**src/rtl/aixh_mxc_bwd_collector.sv**
```systemverilog
// MxConv backward-result collector: buffers nonzero bwd beats and serializes their valid cells onto a valid/ready port.
// Optional feature: define AIXH_MXC_BWD_COLLECTOR_DROPCNT_EN for a 16-bit saturating dropped-beat counter.
module aixh_mxc_bwd_collector #(
    parameter int unsigned YCELLS      = 4,
    parameter int unsigned CELL_DWIDTH = 32,
    parameter int unsigned DEPTH       = 4
) (
    input  logic                            aixh_core_clk2x,
    input  logic                            aixh_core_rstn2x,
    input  logic [YCELLS-1:0]               i_bwd_vld,
    input  logic [YCELLS*CELL_DWIDTH-1:0]   i_bwd_dat,
    output logic                            o_res_vld,
    input  logic                            i_res_rdy,
    output logic [CELL_DWIDTH-1:0]          o_res_dat,
    output logic [$clog2(YCELLS)-1:0]       o_res_idx,
    output logic                            o_res_last,
    output logic [$clog2(DEPTH):0]          o_fifo_lvl,
    output logic                            o_ovf,
    input  logic                            i_ovf_clr
`ifdef AIXH_MXC_BWD_COLLECTOR_DROPCNT_EN
    ,
    output logic [15:0]                     o_drop_cnt
`endif
);

    localparam int unsigned IDX_W  = $clog2(YCELLS);
    localparam int unsigned PTR_W  = $clog2(DEPTH);
    localparam int unsigned LVL_W  = PTR_W + 1;
    localparam int unsigned BEAT_W = YCELLS * CELL_DWIDTH;

    typedef enum logic {
        S_IDLE  = 1'b0,
        S_DRAIN = 1'b1
    } state_t;

    state_t                  state, state_nxt;
    logic [YCELLS-1:0]       mem_mask [DEPTH];
    logic [BEAT_W-1:0]       mem_dat  [DEPTH];
    logic [PTR_W-1:0]        wptr, rptr, rptr_nxt;
    logic [YCELLS-1:0]       wmask, wmask_nxt;
    logic [LVL_W-1:0]        lvl_nxt, lvl_rem;
    logic                    any_vld, full, transfer, head_pop, push, drop;
    logic [YCELLS-1:0]       head_mask_nxt;
    logic [BEAT_W-1:0]       head_dat_nxt;
    logic                    res_vld_nxt, res_last_nxt;
    logic [IDX_W-1:0]        res_idx_nxt;
    logic [CELL_DWIDTH-1:0]  res_dat_nxt;

    function automatic logic [IDX_W-1:0] low_idx(input logic [YCELLS-1:0] m);
        low_idx = '0;
        for (int i = int'(YCELLS) - 1; i >= 0; i--) begin
            if (m[i]) low_idx = IDX_W'(i);
        end
    endfunction

    // Push/pop bookkeeping; a full FIFO still accepts when the head retires this cycle.
    always_comb begin
        any_vld  = |i_bwd_vld;
        full     = (o_fifo_lvl == LVL_W'(DEPTH));
        transfer = o_res_vld & i_res_rdy;
        head_pop = transfer & o_res_last;
        push     = any_vld & (~full | head_pop);
        drop     = any_vld & full & ~head_pop;
        lvl_rem  = o_fifo_lvl - LVL_W'(head_pop);
        lvl_nxt  = lvl_rem + LVL_W'(push);
        rptr_nxt = rptr + PTR_W'(head_pop);
    end

    // Next-cycle head entry; bypasses the incoming beat when it lands in an otherwise empty FIFO.
    always_comb begin
        head_mask_nxt = mem_mask[rptr_nxt];
        head_dat_nxt  = mem_dat[rptr_nxt];
        if (lvl_rem == '0) begin
            head_mask_nxt = i_bwd_vld;
            head_dat_nxt  = i_bwd_dat;
        end
    end

    always_ff @(posedge aixh_core_clk2x or negedge aixh_core_rstn2x) begin
        if (!aixh_core_rstn2x) state <= S_IDLE;
        else                   state <= state_nxt;
    end

    always_comb begin
        state_nxt = state;
        case (state)
            S_IDLE:  if (lvl_nxt != '0) state_nxt = S_DRAIN;
            S_DRAIN: if (head_pop && lvl_nxt == '0) state_nxt = S_IDLE;
            default: state_nxt = S_IDLE;
        endcase
    end

    // Working-mask update and next values of the registered result port.
    always_comb begin
        wmask_nxt = wmask;
        case (state)
            S_IDLE: wmask_nxt = (lvl_nxt != '0) ? head_mask_nxt : '0;
            S_DRAIN: begin
                if (head_pop)      wmask_nxt = (lvl_nxt != '0) ? head_mask_nxt : '0;
                else if (transfer) wmask_nxt = wmask & (wmask - YCELLS'(1));
            end
            default: wmask_nxt = '0;
        endcase
        res_vld_nxt  = (wmask_nxt != '0);
        res_idx_nxt  = low_idx(wmask_nxt);
        res_last_nxt = res_vld_nxt && ((wmask_nxt & (wmask_nxt - YCELLS'(1))) == '0);
        res_dat_nxt  = '0;
        for (int c = 0; c < int'(YCELLS); c++) begin
            if (res_vld_nxt && IDX_W'(c) == res_idx_nxt)
                res_dat_nxt = head_dat_nxt[c*CELL_DWIDTH +: CELL_DWIDTH];
        end
    end

    always_ff @(posedge aixh_core_clk2x) begin
        if (push) begin
            mem_mask[wptr] <= i_bwd_vld;
            mem_dat[wptr]  <= i_bwd_dat;
        end
    end

    always_ff @(posedge aixh_core_clk2x or negedge aixh_core_rstn2x) begin
        if (!aixh_core_rstn2x) begin
            wptr       <= '0;
            rptr       <= '0;
            wmask      <= '0;
            o_fifo_lvl <= '0;
            o_res_vld  <= 1'b0;
            o_res_dat  <= '0;
            o_res_idx  <= '0;
            o_res_last <= 1'b0;
        end else begin
            wptr       <= wptr + PTR_W'(push);
            rptr       <= rptr_nxt;
            wmask      <= wmask_nxt;
            o_fifo_lvl <= lvl_nxt;
            o_res_vld  <= res_vld_nxt;
            o_res_dat  <= res_dat_nxt;
            o_res_idx  <= res_idx_nxt;
            o_res_last <= res_last_nxt;
        end
    end

    // Sticky overflow; a drop outranks a same-cycle clear.
    always_ff @(posedge aixh_core_clk2x or negedge aixh_core_rstn2x) begin
        if (!aixh_core_rstn2x) o_ovf <= 1'b0;
        else if (drop)         o_ovf <= 1'b1;
        else if (i_ovf_clr)    o_ovf <= 1'b0;
    end

`ifdef AIXH_MXC_BWD_COLLECTOR_DROPCNT_EN
    always_ff @(posedge aixh_core_clk2x or negedge aixh_core_rstn2x) begin
        if (!aixh_core_rstn2x) begin
            o_drop_cnt <= '0;
        end else if (drop) begin
            if (i_ovf_clr)                   o_drop_cnt <= 16'd1;
            else if (o_drop_cnt != 16'hFFFF) o_drop_cnt <= o_drop_cnt + 16'd1;
        end else if (i_ovf_clr) begin
            o_drop_cnt <= '0;
        end
    end
`endif

endmodule

```
**config.mk**
```make
export PLATFORM = sky130hd
export DESIGN_NAME = aixh_mxc_bwd_collector
export DESIGN_NICKNAME = d
export VERILOG_FILES = /design/src/rtl/aixh_mxc_bwd_collector.sv
export SDC_FILE = /design/constraint.sdc
export NUM_CORES = 1
export LEC_CHECK = 0
export CORE_MARGIN = 2
export CORE_UTILIZATION = 45
export CTS_CLUSTER_SIZE = 16
export DETAILED_ROUTE_END_ITERATION = 10
export PLACE_DENSITY = 0.68
export SLEW_MARGIN = 10
export SYNTH_ARGS = -nofsm -noshare
export SYNTH_HDL_FRONTEND = slang
export SYNTH_SLANG_ARGS = --single-unit
```
**constraint.sdc**
```tcl
create_clock -name aixh_core_clk2x -period 24.6 [get_ports aixh_core_clk2x]
set_input_delay 4.92 -clock aixh_core_clk2x [delete_from_list [all_inputs] [get_ports aixh_core_clk2x]]
set_output_delay 4.92 -clock aixh_core_clk2x [all_outputs]
set_load 0.05 [all_outputs]
```
[Yosys cells after proc, flatten, opt, wreduce, memory -nomap -nowiden]
Memory sizes are Yosys's and may differ from the RTL's.
Index checks and enable logic that the tools add are counted.
Operators by class
  $add $sub $neg: 6
  equality and inequality tests: 4
  multiplexer cells: 21
  bitwise gates (word level): 11
  reduce and logical (&&, ||, !) cells: 14
Operator list (count)
  $mux W128: 1
  $mux W32: 4
  $mux W4: 4
  $and A4 B4 Y4: 2
  $mux W2: 4
  $pmux W4 S2: 1
  $sub A4 B1 Y4 const B: 2
  $logic_and A1 B1 Y1: 6
  $logic_not A3 Y1: 2
  $mux W1: 6
  $and A1 B1 Y1: 5
  $add A2 B1 Y2: 2
  $eq A2 B2 Y1 const A: 2
  $logic_not A4 Y1: 1
  $reduce_bool A4 Y1: 1
  $reduce_or A4 Y1: 1
  $add A3 B1 Y3: 1
  $eq A3 B3 Y1 const B: 1
  $not A1 Y1: 3
  $reduce_bool A3 Y1: 1
  $sub A3 B1 Y3: 1
  $eq A1 B2 Y1 const A: 1
  $logic_not A2 Y1: 1
  $pmux W1 S2: 1
  2 further kinds: 2
Word-level totals
  register bits: 49
  bits in writable memories: 528
  bits of input ports: 136
  output and inout bits: 40
  word-level logic and storage cells: 68
  memories: 2
Memory list
  mem_dat: depth 4, bits a word 128, rd ports 1, clocked after Yosys merged registers in 0, write ports 1, line 38  | logic [BEAT_W-1:0] mem_dat [DEPTH];
  mem_mask: depth 4, bits a word 4, rd ports 1, clocked after Yosys merged registers in 0, write ports 1, line 37  | logic [YCELLS-1:0] mem_mask [DEPTH];

[Depth between registers and ports, before layout]
Gate-level depths: netlist of the first run.
  word-level depth: 19
  depth in mapped cells: 14
  depth with buffers taken out: 13

[Worst setup path before layout of the first run]
OpenSTA, ideal clock, no wires.
  path kind: in2reg
  from: input port i_res_rdy
  to: memory mem_dat[0][0] in the netlist's numbering, enable pin
  library setup time: 0.812 ns
  data arrival time: 15.086 ns
  required time: 23.788 ns
  path slack: 8.701 ns
  stages: 3
  buffers on the path: 0
  cell sequence: nand3_1 -> a31oi_1 -> nor3b_1
Between the ends
  word-level cells in the longest chain between the ends: 6
RTL lines
  from (decl): line 13  | input logic i_res_rdy,
  $and A1 B1 Y1: line 60  | transfer = o_res_vld & i_res_rdy;
  $and A1 B1 Y1: line 61  | head_pop = transfer & o_res_last;
  $or A1 B1 Y1: line 62  | push = any_vld & (~full | head_pop);
  $and A1 B1 Y1: line 62
  $mux W1: line 115  | if (push) begin
  $mux W1 (implied by the code): line 117  | mem_dat[wptr] <= i_bwd_dat;
  to (decl): line 38
Every way passes these cells.

[Worst setup path after layout of the first run]
  from: input port i_res_rdy
  to: register o_res_dat[3]
Between the ends
  word-level cells in the longest chain between the ends: 19
  elaborated cells between the ends (all ways): 34
  classes of those cells: add/sub (3); eq/ne (3); mux (14); bitwise (4); reduce/logical (8); memory (2)
RTL lines
  $and A1 B1 Y1 *: line 60
  branches (longest 17 deep; another with $sub A3 B1 Y3)
  $mux W32 *: line 109  | if (res_vld_nxt && IDX_W'(c) == res_idx_nxt)
  net res_dat_nxt[3]: line 47  | logic [CELL_DWIDTH-1:0] res_dat_nxt;
  to (signal assigned): line 137  | o_res_dat <= res_dat_nxt;
  to (decl): line 14  | output logic [CELL_DWIDTH-1:0] o_res_dat,
Mark *: on every way through the listed nets, which the timed path passes.
A chain may end at the register's enable or synchronous reset.

==> results of run 1 <==
-- registers in the layout, indices dropped and copies added, names as in the netlist --
| register | count |
|---|---|
| rptr | 2 |
| o_res_dat | 32 |
| state | 1 |
| o_fifo_lvl | 3 |
| mem_mask | 16 |
| o_res_idx | 2 |
| mem_dat | 512 |
| o_res_last | 1 |
| o_res_vld | 1 |
| wmask | 4 |
| o_ovf | 1 |
| wptr | 2 |
-- worst paths after layout --
path                                      endpoint           startpoint
max                         o_res_dat[3]$_DFF_PN0_            i_res_rdy
min                              o_ovf$_DFFE_PN0P_    o_ovf$_DFFE_PN0P_
max reg2reg                 o_res_dat[3]$_DFF_PN0_  o_res_vld$_DFF_PN0_
min reg2reg                      o_ovf$_DFFE_PN0P_    o_ovf$_DFFE_PN0P_
max in group asynchronous  o_res_dat[10]$_DFF_PN0_     aixh_core_rstn2x
min in group asynchronous  o_fifo_lvl[0]$_DFF_PN0_     aixh_core_rstn2x
-- cells by family after synthesis --
family,count (synthesis),share of synthesized area [%]
mux,200,12.4
buf+inv,89,1.75
flops,577,74.5
fa+ha+maj,5,0.273
simple gates,154,2.73
xor+xnor,6,0.295
compound gates,206,7.96
-- power groups by stage --
stage	registers, W	clock network, W	logic (W)
2_1_floorplan	0.00173	0	0.00106
3_3_place_gp	0.00158	0	0.00163
3_5_place_dp	0.00159	0	0.00165
4_1_cts	0.00157	0.000809	0.00165
5_1_grt	0.00160	0.000848	0.00176
6_report	0.00157	0.000795	0.00163
-- stage by stage --
step	std cells	setup slack, ns	area (sq um)	util, %	hold slack, ns
2_1_floorplan	1237	8.70	22900	-	0.472
3_3_place_gp	2023	14.88	25400	50.6	0.519
3_5_place_dp	2023	14.85	25400	50.6	0.528
4_1_cts	2124	15.43	27100	54.0	0.537
5_1_grt	2127	15.08	27100	54.0	0.582
6_report	2130	15.46	27100	54.0	0.534
-- per-layer routing --
layer	vias to the layer above	global-route usage [%]	wire length [microns]
li1	5404	-	-
met3	69	3.10	2960
met5	-	0	49
met4	8	4.91	773
met1	6338	27.5	22100
met2	353	32.5	25800
-- area by class of cell --
cell class / count / area [sq um] / area share (%)
Antenna cell: 6 / 15.0 / 0.0554
Multi-Input combinational cell: 571 / 5520 / 20.4
Clock inverter: 22 / 154 / 0.568
Timing Repair Buffer: 194 / 1900 / 7.02
Sequential cell: 577 / 17100 / 63.0
Clock buffer: 79 / 1540 / 5.67
Inverter: 9 / 41.3 / 0.152
Tap cell: 672 / 841 / 3.10
-- synth_stat cells (all sizes together) (4+ instances only) --
cell | instances | area, sq um
edfxtp | 528 | 15900
nand2 | 134 | 510
mux2i | 132 | 1320
mux4 | 68 | 1530
o21ai | 66 | 330
a32oi | 64 | 561
dfrtp | 49 | 1230
buf | 43 | 229
clkbuf | 37 | 139
a221oi | 32 | 468
o221a | 32 | 360
inv | 9 | 33.8
nor2 | 6 | 25.0
ha | 5 | 62.6
nand3 | 4 | 25.0
xnor2 | 4 | 50.1
-- critical path, delay by kind of cell --
| family | cells | cell delay [ns] |
|---|---|---|
| AND/OR/NAND/NOR | 2 | 0.66 |
| XOR/XNOR | 1 | 0.10 |
| multiplexers | 2 | 0.55 |
| buffers and inverters | 4 | 1.73 |
| adder cells (fa/ha/maj) | 1 | 0.15 |
| AO/OA/AOI/OAI | 3 | 1.38 |
==> flow_summary_export.csv, run 1 <==
group,metric,value,unit
outcome,status,"complete, no violations",
logic_synthesis,ys_seq_area_share,74.5,%
sta,drv_slew,0,
route,routed_wl,51700,microns
pwr,power.density,147,nW/um^2
route,avgViaCountPerCell,5.71,
cells_and_area,layout.nets,1548,
sta,slew_headroom,27.4,%
critical_path,cpPeakStageDelay,0.73,ns
place,dp_hpwl,29800,microns
route,wl_per_cell,24.3,microns
logic_synthesis,synthesis.nets,1378,
global_route,grt_usage,19.7,%
place,port_buffers,175,
logic_synthesis,avgSynthCellArea,18.5,sq um
logic_synthesis,synthCells,1237,
pwr,peakVddDrop,0.111,mV
global_route,grt_max_degree,133,
floorplan,ios,176,
cts,clk_latency,0.59,ns
sta,final_hold_viol_count,0,
route,drt_iter0_drc,1050,
logic_synthesis,synth-async-reset-ratio,8.49,%
logic_synthesis,synth.cell_area,22900,sq um
sta,finalSetupTns,0,ns
cells_and_area,drive_gt1_share,14.7,%
worst_hold_path,hold_path.class,"reg -> reg",
critical_path,rrSetupSlack,19.82,ns
cts,ctsResizeCount,0,
cts,postCtsSetupRepairBufs,0,
pwr,total_power,0.00399,W
cts,cts.clk_slew.worst_paths,0.06,ns
critical_path,crit_type,"in -> reg",
critical_path,crit_arrival,9.61,ns
floorplan,start_util,45.7,%
critical_path,endpoint_kind,"register",
cts,cts-root-to-sink-buffers,3,
global_route,antenna_found_initial,9,
route,drc,0,
cells_and_area,final_common_cell,"edfxtp_1",
cts,cts_root_buffer,"clkbuf_16",
critical_path,cp_slowest_cell,"o21a_2",
sta,min_period_over_period,37.2,%
pwr,p_switching,0.00146,W
cts,h-tree-depth,2,
cts,clock_sinks,577,
place,finalWeightedCongestion,0.730,
logic_synthesis,synth_warnings,0,
route,dr.pass1.iters,5,
floorplan,die_area,52700,sq um
cts,cts_tree,"done",
worst_hold_path,hold_path_depth,2,
route,ant_nets,0,
job,maxCapViolCount,0,
global_route,overflow,0,
sta,rsz0062_at_grt,"false",
floorplan,core_area,50200,sq um
logic_synthesis,synth_cell_types,46,
sta,finalSetupViolations,0,
pwr,clkPwrFrac,19.9,%
pwr,p_sw_share,36.6,%
sta,fin_skew,0.0245,ns
pwr,power.internal,0.00253,W
floorplan,die_y,230,microns
critical_path,crit_required,25.07,ns
critical_path,crit_fanout,71,
sta,clock.fmax,0.109,GHz
logic_synthesis,ys.flop_type,"edfxtp_1",
logic_synthesis,ys_ff_latch,577,
pwr,pwr-share-comb,40.8,%
floorplan,dieWidth,230,microns
cells_and_area,fillCellCount,3837,
floorplan,num_rows,82,
logic_synthesis,synth_edf_count,528,
sta,period_needed,9.14,ns
cells_and_area,final_cell_mix,"edfxtp_1 (528), clkdlybuf4s50_1 (174), nand2_1 (133), mux2i_1 (132), mux4_2 (68)",
critical_path,path_cells,"clkdlybuf4s50_1 > nand3_1 > inv_1 > ha_4 > xnor2_2 > buf_4 > inv_8 > mux4_2 > mux2i_1 > o21a_2 > nand2_4 > o221a_1 > a221oi_2",
cells_and_area,areaGrowthSynthToFinish,18.2,%
pwr,seqPwrFrac,39.3,%
critical_path,ff2ff_path_depth,12,
cts,cts_made_buffers,54,
cts,hold_buffers,0,
critical_path,cp-start-kind,"input port",
global_route,grt_pass1_wl,78600,microns
global_route,grt_pass1_vias,12500,
route,vias,12200,
sta,tightest_slew,1.09,ns
pwr,p_leak,9.36,nW
Note: power is estimated with default switching activity, not from simulation.
==> run 2: changes to the inputs <==
--- a/config.mk
+++ b/config.mk
@@ -9,7 +9,7 @@
 export CORE_UTILIZATION = 45
 export CTS_CLUSTER_SIZE = 16
 export DETAILED_ROUTE_END_ITERATION = 10
-export PLACE_DENSITY = 0.68
+export PLACE_DENSITY = 0.71
 export SLEW_MARGIN = 10
 export SYNTH_ARGS = -nofsm -noshare
 export SYNTH_HDL_FRONTEND = slang
==> constraint.sdc (replaced) <==
create_clock -name aixh_core_clk2x -period 7.7 [get_ports aixh_core_clk2x]
set_input_delay 1.54 -clock aixh_core_clk2x [delete_from_list [all_inputs] [get_ports aixh_core_clk2x]]
set_output_delay 1.54 -clock aixh_core_clk2x [all_outputs]
set_load 0.05 [all_outputs]
==> run 2 against run 1 <==
Cell area up 0.72%. Non-clock buffer count down 5. Sequential power rose to 3.2 times the previous value. Clock power rose to 3.4 times the previous value. Critical path depth down 1. Critical path type unchanged. Largest cell class unchanged.
==> flow_summary_export.csv, run 2 (same netlist as run 1, synthesis figures left out) <==
group,metric,value,unit
global_route,grt_max_degree,117,
route,routed_wl,53600,microns
sta,drv_slew,0,
worst_hold_path,hold_path_depth,2,
sta,final_hold_viol_count,0,
cts,postCtsSetupRepairBufs,0,
route,wl_per_cell,25.2,microns
pwr,pwr-share-comb,40.5,%
global_route,grt_pass1_vias,12600,
floorplan,die_y,230,microns
critical_path,cp-start-kind,"input port",
sta,finalSetupTns,0,ns
route,drc,0,
cells_and_area,largest_register,"mem_dat",
cells_and_area,fillCellCount,3815,
global_route,grt_usage,20.3,%
critical_path,startpoint,"i_res_rdy",
critical_path,crit_arrival,5.99,ns
critical_path,ff2ff_path_depth,11,
critical_path,endpoint_kind,"register",
cts,hold_buffers,0,
worst_hold_path,worstHoldStart,"o_ovf$_DFFE_PN0P_",
route,avgViaCountPerCell,5.84,
cts,cts-root-to-sink-buffers,3,
cts,cts_made_buffers,57,
cts,h-tree-depth,2,
cts,clk_latency,0.63,ns
cells_and_area,drive_gt1_share,14.9,%
floorplan,start_util,45.7,%
place,port_buffers,175,
pwr,seqPwrFrac,38.5,%
route,dr.pass1.iters,4,
pwr,peakVddDrop,0.372,mV
critical_path,timing.rr.end,"o_res_dat[29]$_DFF_PN0_",
pwr,p_sw_share,36.7,%
sta,tightest_slew,1.24,ns
cts,clock_sinks,577,
cells_and_area,largest_reg_flops,512,
critical_path,r2r_start,"o_res_last$_DFF_PN0_",
cells_and_area,areaGrowthSynthToFinish,19.1,%
critical_path,crit_required,8.17,ns
job,maxCapViolCount,0,
place,dp_hpwl,29800,microns
cts,cts.clk_slew.worst_paths,0.06,ns
cts,cts_root_buffer,"clkbuf_16",
floorplan,ios,176,
sta,finalSetupViolations,0,
sta,slew_headroom,17.3,%
pwr,clkPwrFrac,21.0,%
floorplan,core_area,50200,sq um
critical_path,crit_fanout,48,
route,vias,12400,
sta,clock.fmax,0.181,GHz
critical_path,crit_type,"in -> reg",
global_route,overflow,0,
sta,period_needed,5.52,ns
critical_path,rrSetupSlack,3.16,ns
sta,fin_skew,0.0302,ns
pwr,p_leak,9.45,nW
critical_path,endpoint,"o_res_dat[29]$_DFF_PN0_",
floorplan,die_area,52700,sq um
cells_and_area,final_cell_mix,"edfxtp_1 (528), clkdlybuf4s50_1 (174), nand2_1 (133), mux2i_1 (132), mux4_2 (68)",
cts,ctsResizeCount,0,
cts,cts_tree,"done",
pwr,power.density,478,nW/um^2
cells_and_area,reg.largest.list,"mem_dat: 512 flops, o_res_dat: 32 flops, mem_mask: 16 flops",
place,dp_slack,1.55,ns
floorplan,num_rows,82,
pwr,power.internal,0.00825,W
cells_and_area,layout.nets,1546,
global_route,antenna_found_initial,6,
worst_hold_path,hold_path.class,"reg -> reg",
sta,postLayoutSetupSlackWorst,2.18,ns
outcome,status,"complete, no violations",
route,drt_iter0_drc,1243,
sta,min_period_over_period,71.7,%
place,finalWeightedCongestion,0.717,
sta,rsz0062_at_grt,"false",
route,ant_nets,0,
pwr,p_switching,0.00479,W
cells_and_area,final_common_cell,"edfxtp_1",
floorplan,dieWidth,230,microns
global_route,grt_pass1_wl,80300,microns
==> run 2: how the worst min path moves through the flow <==
stage | endpoint
after detailed placement | o_ovf$_DFFE_PN0P_
final | o_ovf$_DFFE_PN0P_
after global routing | o_ovf$_DFFE_PN0P_
after global placement | o_ovf$_DFFE_PN0P_
after floorplan | rptr[0]$_DFF_PN0_
after CTS | o_ovf$_DFFE_PN0P_
==> run 2: cell type report <==
class,count,area (sq um),share of cell area [%]
Antenna cell,2,5.00,0.0183
Tap cell,672,841,3.08
Timing Repair Buffer,189,1910,7.02
Sequential cell,577,17100,62.6
Clock buffer,88,1650,6.06
Multi-Input combinational cell,571,5530,20.3
Inverter,9,41.3,0.151
Clock inverter,20,223,0.816
==> run 2: power groups by stage <==
stage	Clock [W]	Combinational, W	Sequential, W
final	0.00274	0.00528	0.00502
after global routing	0.00291	0.00567	0.00510
after CTS	0.00279	0.00534	0.00503
after detailed placement	0	0.00532	0.00508
after global placement	0	0.00525	0.00503
after floorplan	0	0.00339	0.00543
==> run 2: metrics by stage <==
step           utilization (%)  power, W  cells  hold slack [ns]  instance area (sq um)
2_1_floorplan                -   0.00882   1237            0.472                  22900
3_3_place_gp              50.6    0.0103   2018            0.522                  25400
3_5_place_dp              50.6    0.0104   2018            0.531                  25400
4_1_cts                   54.4    0.0132   2126            0.539                  27300
5_1_grt                   54.4    0.0137   2127            0.575                  27300
6_report                  54.4    0.0130   2128            0.535                  27300
==> run 2: critical path, cell delays in order <==
cell	delay (ns)
clkdlybuf4s50_1	0.46
nand3_1	0.20
inv_1	0.11
ha_1	0.19
ha_1	0.21
xnor2_2	0.39
nand3_4	0.65
mux2i_1	0.50
o21ai_4	0.24
nor2_4	0.98
buf_4	0.37
a221oi_2	0.10
==> run 2: routing by layer <==
metal | GRT usage [%] | up-vias | share of wire (%)
li1 | - | 5404 | -
met1 | 27.8 | 6449 | 41
met2 | 32.6 | 466 | 49
met3 | 4.45 | 98 | 7.0
met4 | 6.31 | 10 | 2.6
met5 | 0 | - | 0.13
==> run 3: changes to the inputs <==
--- a/config.mk
+++ b/config.mk
@@ -9,7 +9,7 @@
 export CORE_UTILIZATION = 45
 export CTS_CLUSTER_SIZE = 16
 export DETAILED_ROUTE_END_ITERATION = 10
-export PLACE_DENSITY = 0.71
+export PLACE_DENSITY = 0.68
 export SLEW_MARGIN = 10
 export SYNTH_ARGS = -nofsm -noshare
 export SYNTH_HDL_FRONTEND = slang
==> constraint.sdc (replaced) <==
create_clock -name aixh_core_clk2x -period 5.15 [get_ports aixh_core_clk2x]
set_input_delay 1.03 -clock aixh_core_clk2x [delete_from_list [all_inputs] [get_ports aixh_core_clk2x]]
set_output_delay 1.03 -clock aixh_core_clk2x [all_outputs]
set_load 0.05 [all_outputs]
==> run 3 against run 2 <==
Clock power increased by 57%. Setup slack got worse by 1.2 ns. Die area unchanged. Largest power group unchanged. Critical path type unchanged.
==> flow_summary_export.csv, run 3 (same netlist as run 1, synthesis figures left out) <==
group,metric,value,unit
cells_and_area,ff_latch_area,17100,sq um
cts,cts.clk_slew.worst_paths,0.06,ns
critical_path,critical-path-top-delay-family,"buffers and inverters",
place,dp_hpwl,29500,microns
floorplan,die_y,230,microns
critical_path,crit_required,5.60,ns
cts,cts_tree,"done",
critical_path,endpoint_kind,"register",
critical_path,startpoint,"i_res_rdy",
sta,period_needed,4.14,ns
critical_path,r2r_start,"o_res_last$_DFF_PN0_",
place,dp_slack,0.351,ns
global_route,grt_max_degree,105,
sta,finalSetupTns,0,ns
sta,drv_slew,0,
sta,finalSetupViolations,0,
sta,tightest_slew,1.08,ns
route,drc,0,
critical_path,crit_type,"in -> reg",
global_route,grt_pass1_wl,80000,microns
sta,postLayoutSetupSlackWorst,1.01,ns
cts,ctsResizeCount,0,
route,ant_nets,0,
route,routed_wl,52600,microns
cts,clk_latency,0.61,ns
pwr,p_leak,9.60,nW
floorplan,die_area,52700,sq um
sta,fin_skew,0.0106,ns
sta,min_period_over_period,80.4,%
cells_and_area,largest_register,"mem_dat",
job,maxCapViolCount,0,
global_route,grt_usage,20.0,%
critical_path,cp_slowest_cell,"nor2_4",
cts,h-tree-depth,2,
cts,clock_sinks,577,
route,wl_per_cell,24.5,microns
cells_and_area,layout.nets,1565,
cells_and_area,final_cells,2149,
floorplan,ios,176,
critical_path,critPathBufInv,4,
place,port_buffers,175,
place,finalWeightedCongestion,0.737,
sta,clock.fmax,0.242,GHz
cells_and_area,final_common_cell,"edfxtp_1",
sta,rsz0062_at_grt,"false",
outcome,status,"complete, no violations",
pwr,total_power,0.0198,W
critical_path,crit_arrival,4.59,ns
critical_path,crit_fanout,24,
cells_and_area,reg.largest.list,"mem_dat: 512 flops, o_res_dat: 32 flops, mem_mask: 16 flops",
route,vias,12300,
floorplan,num_rows,82,
worst_hold_path,hold_path.class,"reg -> reg",
sta,whs,0.542,ns
cells_and_area,largest_reg_flops,512,
critical_path,cp-start-kind,"input port",
global_route,antenna_found_initial,7,
cells_and_area,multi_input_area,5560,sq um
critical_path,path_cells,"clkdlybuf4s50_1 > nand3_4 > inv_1 > ha_1 > inv_1 > ha_1 > ha_1 > xnor2_2 > o31ai_4 > o21a_2 > nor2_4 > buf_4 > a221oi_2",
worst_hold_path,worstHoldStart,"o_ovf$_DFFE_PN0P_",
cts,hold_buffers,0,
critical_path,cpPeakStageDelay,0.84,ns
cts,cts_made_buffers,58,
route,avgViaCountPerCell,5.72,
place,placed_cells,2036,
global_route,grt_pass1_vias,13000,
floorplan,core_area,50200,sq um
sta,slew_headroom,28.1,%
floorplan,start_util,45.7,%
cells_and_area,fillCellCount,3817,
global_route,overflow,0,
route,dr.pass1.iters,5,
critical_path,crit_path_frequent_cell,"ha_1",
cts,cts_root_buffer,"clkbuf_16",
cts,postCtsSetupRepairBufs,0,
pwr,peakVddDrop,0.543,mV
sta,final_hold_viol_count,0,
route,drt_iter0_drc,1298,
cells_and_area,drive_gt1_share,16.5,%
cells_and_area,final_cell_mix,"edfxtp_1 (528), clkdlybuf4s50_1 (174), nand2_1 (133), mux2i_1 (132), mux4_2 (68)",
cells_and_area,areaGrowthSynthToFinish,20.5,%
pwr,power.density,719,nW/um^2
floorplan,dieWidth,230,microns
cts,cts-root-to-sink-buffers,3,
run 3: final timing paths:
path / end / slack (ns) / cells after the start
worst max-delay path: o_res_dat[13]$_DFF_PN0_ / 1.01 / 13
worst max register to register: o_res_dat[13]$_DFF_PN0_ / 1.48 / 12
min in group asynchronous: o_res_dat[26]$_DFF_PN0_ / 0.59 / 2
worst min-delay path: o_ovf$_DFFE_PN0P_ / 0.54 / 2
max in group asynchronous: o_res_dat[4]$_DFF_PN0_ / 3.98 / 2
worst min register to register: o_ovf$_DFFE_PN0P_ / 0.54 / 2
run 3: worst register-to-register path: cells and delay by family, from the launching register on:
kind                     cells  cell delay [ns]
AO/OA/AOI/OAI                3             0.50
adder cells (fa/ha/maj)      3             0.81
flip-flops                   1             0.44
XOR/XNOR                     1             0.25
buffers and inverters        3             0.57
AND/OR/NAND/NOR              2             0.96
run 3: cell type report:
cell class / instances / share of cell area (%)
well taps: 672 / 3.05
clock inverters: 30 / 1.34
clock buffers: 79 / 5.76
flip-flops and latches: 577 / 61.9
repair buffers: 207 / 7.65
multi-input cells: 571 / 20.1
diodes: 4 / 0.0363
inverters: 9 / 0.150
run 3: metal layers:
| layer | up-vias | share of wire [%] | GRT usage [%] |
|---|---|---|---|
| met5 | - | 0.13 | 0 |
| met3 | 66 | 5.9 | 4.09 |
| met2 | 371 | 49 | 32.1 |
| met4 | 10 | 1.7 | 5.91 |
| met1 | 6396 | 43 | 27.8 |
| li1 | 5444 | - | - |
run 3: report_power, final:
group          internal (W)  leakage [nW]  switching [W]  total (W)
clock network       0.00256         0.958        0.00173    0.00430
registers           0.00703          5.52       0.000426    0.00746
logic               0.00305          3.12        0.00503    0.00808
total                0.0126          9.60        0.00719     0.0198
run 3: metrics by stage:
stage	area [sq um]	utilization [%]
after floorplan	23000	-
after global placement	25600	51.1
after detailed placement	25600	51.1
after CTS	27600	55.0
after global routing	27600	55.0
final	27600	55.0
==> edit: new RTL, config.mk and constraints of run 3 <==
The option `AIXH_MXC_BWD_COLLECTOR_DROPCNT_EN` is turned on by a define.
--- a/src/rtl/aixh_mxc_bwd_collector.sv
+++ b/src/rtl/aixh_mxc_bwd_collector.sv
@@ -2,2 +2,4 @@
 // Optional feature: define AIXH_MXC_BWD_COLLECTOR_DROPCNT_EN for a 16-bit saturating dropped-beat counter.
+`define AIXH_MXC_BWD_COLLECTOR_DROPCNT_EN
+
 module aixh_mxc_bwd_collector #(
Behaviour (old outputs only; new: o_drop_cnt): same outputs for any inputs over 4 cycles, from zero or initial values and one cycle with aixh_core_rstn2x low; that may be too few to reach the edited logic, so the function may still have changed.
==> edit against run 3 <==
Non-clock buffer count up 19. Sequential share of layout area decreased by 1.4 points. Hold slack lost 16 ps. Largest power group unchanged. Clock skew hardly changed. Sequential power increased by 2%. Synthesized area is 5.0% higher. First-iteration DRC count shrank 0.39%. Cell area increased by 4.8%. Setup slack gained 69 ps. Sequential cell count up 16. Wire length rose by 14%. Power decreased by 0.42%.
==> edit: results (changes against run 3) <==
Final nets: 1720 (was 1565)
post-synth net total: 1521 (was 1378)
number of buffers created by CTS: 59 (was 58)
top flop regs: mem_dat: 512 flops, o_res_dat: 32 flops (was mem_dat: 512 flops, o_res_dat: 32 flops, mem_mask: 16 flops)
largest net degree at the start of global routing: 101 (was 105)
number of port buffers: 191 (was 175)
async set-reset flop share out of synthesis: 0.1096 (was 0.08492)
r2r setup slk: 1670 ps (was 1480 ps)
Final GP Congestion: 0.8756 (was 0.7368)
DP Wirelength: 36.87 mm (was 29.51 mm)
slew at the pin closest to its max-slew limit: 972.3 ps (was 1076 ps)
share of cells above drive strength 1: 0.1634 (was 0.1650)
crit-path max cell delay: 600 ps (was 840 ps)
dominant cells by area after synthesis: edfxtp_1, mux4_2, dfrtp_1 (was edfxtp_1, mux4_2, mux2i_1)
crit path from: i_bwd_vld[2] (was i_res_rdy)
wire length on met3: 4.418 mm (was 3.123 mm)
wire length on met1: 23.68 mm (was 22.86 mm)
run status: finished clean (unchanged)
mux cell area share after synthesis: 0.1207 (was 0.1245)
CP Data Arrival Time: 4570 ps (was 4590 ps)
distinct cell type count after synthesis: 59 (was 46)
Setup Skew: 10.71 ps (was 10.59 ps)
metal2 WL: 30.31 mm (was 25.69 mm)
Post-Synth Adder-Cell Area: 0.003120 (was 0.002730)
worst r2r src: o_res_vld (was o_res_last)
fill count: 4130 (was 3817)
-- edit: final cells by class --
| class | instances | area, um^2 | share of cell area |
|---|---|---|---|
| Sequential cell | 593 | 17480 | 0.6045 |
| Multi-Input combinational cell | 688 | 6168 | 0.2133 |
| Timing Repair Buffer | 226 | 2360 | 0.08160 |
| Clock buffer | 75 | 1608 | 0.05560 |
| Tap cell | 688 | 860.8 | 0.02977 |
| Clock inverter | 36 | 387.9 | 0.01341 |
| Inverter | 10 | 42.54 | 0.001471 |
| Antenna cell | 4 | 10.01 | 0.0003461 |
-- edit: worst max-delay path, delay by kind of cell --
family	cells	cell delay, ps
buf+inv	2	1010
simple gates	3	1020
fa+ha+maj	2	540
compound gates	5	910
-- edit: worst max-delay path by stage --
| stage | endpoint | slack [ps] | depth (start not counted) |
|---|---|---|---|
| detailed placement | o_res_dat[0] | 510 | 12 |
| global route | o_res_dat[8] | 900 | 12 |
| floorplan | mem_dat[0][0] | -80 | 3 |
| CTS | o_res_dat[0] | 1160 | 12 |
| global placement | o_res_dat[14] | 590 | 12 |
| finish | o_res_dat[0] | 1080 | 12 |
-- edit: through the flow --
| step | hold WS, ps | utilization | instances | setup TNS [ps] | setup slack, ps |
|---|---|---|---|---|---|
| after floorplan | 472.0 | - | 1379 | -10070 | -76.30 |
| after global placement | 514.0 | 0.5101 | 2205 | 0 | 590.0 |
| after detailed placement | 519.0 | 0.5101 | 2205 | 0 | 509.2 |
| after CTS | 530.5 | 0.5479 | 2316 | 0 | 1163 |
| after global routing | 582.1 | 0.5480 | 2318 | 0 | 903.4 |
| final | 525.9 | 0.5481 | 2320 | 0 | 1078 |
-- edit: report_power, final --
group,total [W],switching (W),internal (W)
clock,0.00441,0.00181,0.00260
combinational,0.00776,0.00482,0.00293
sequential,0.00759,0.000448,0.00714
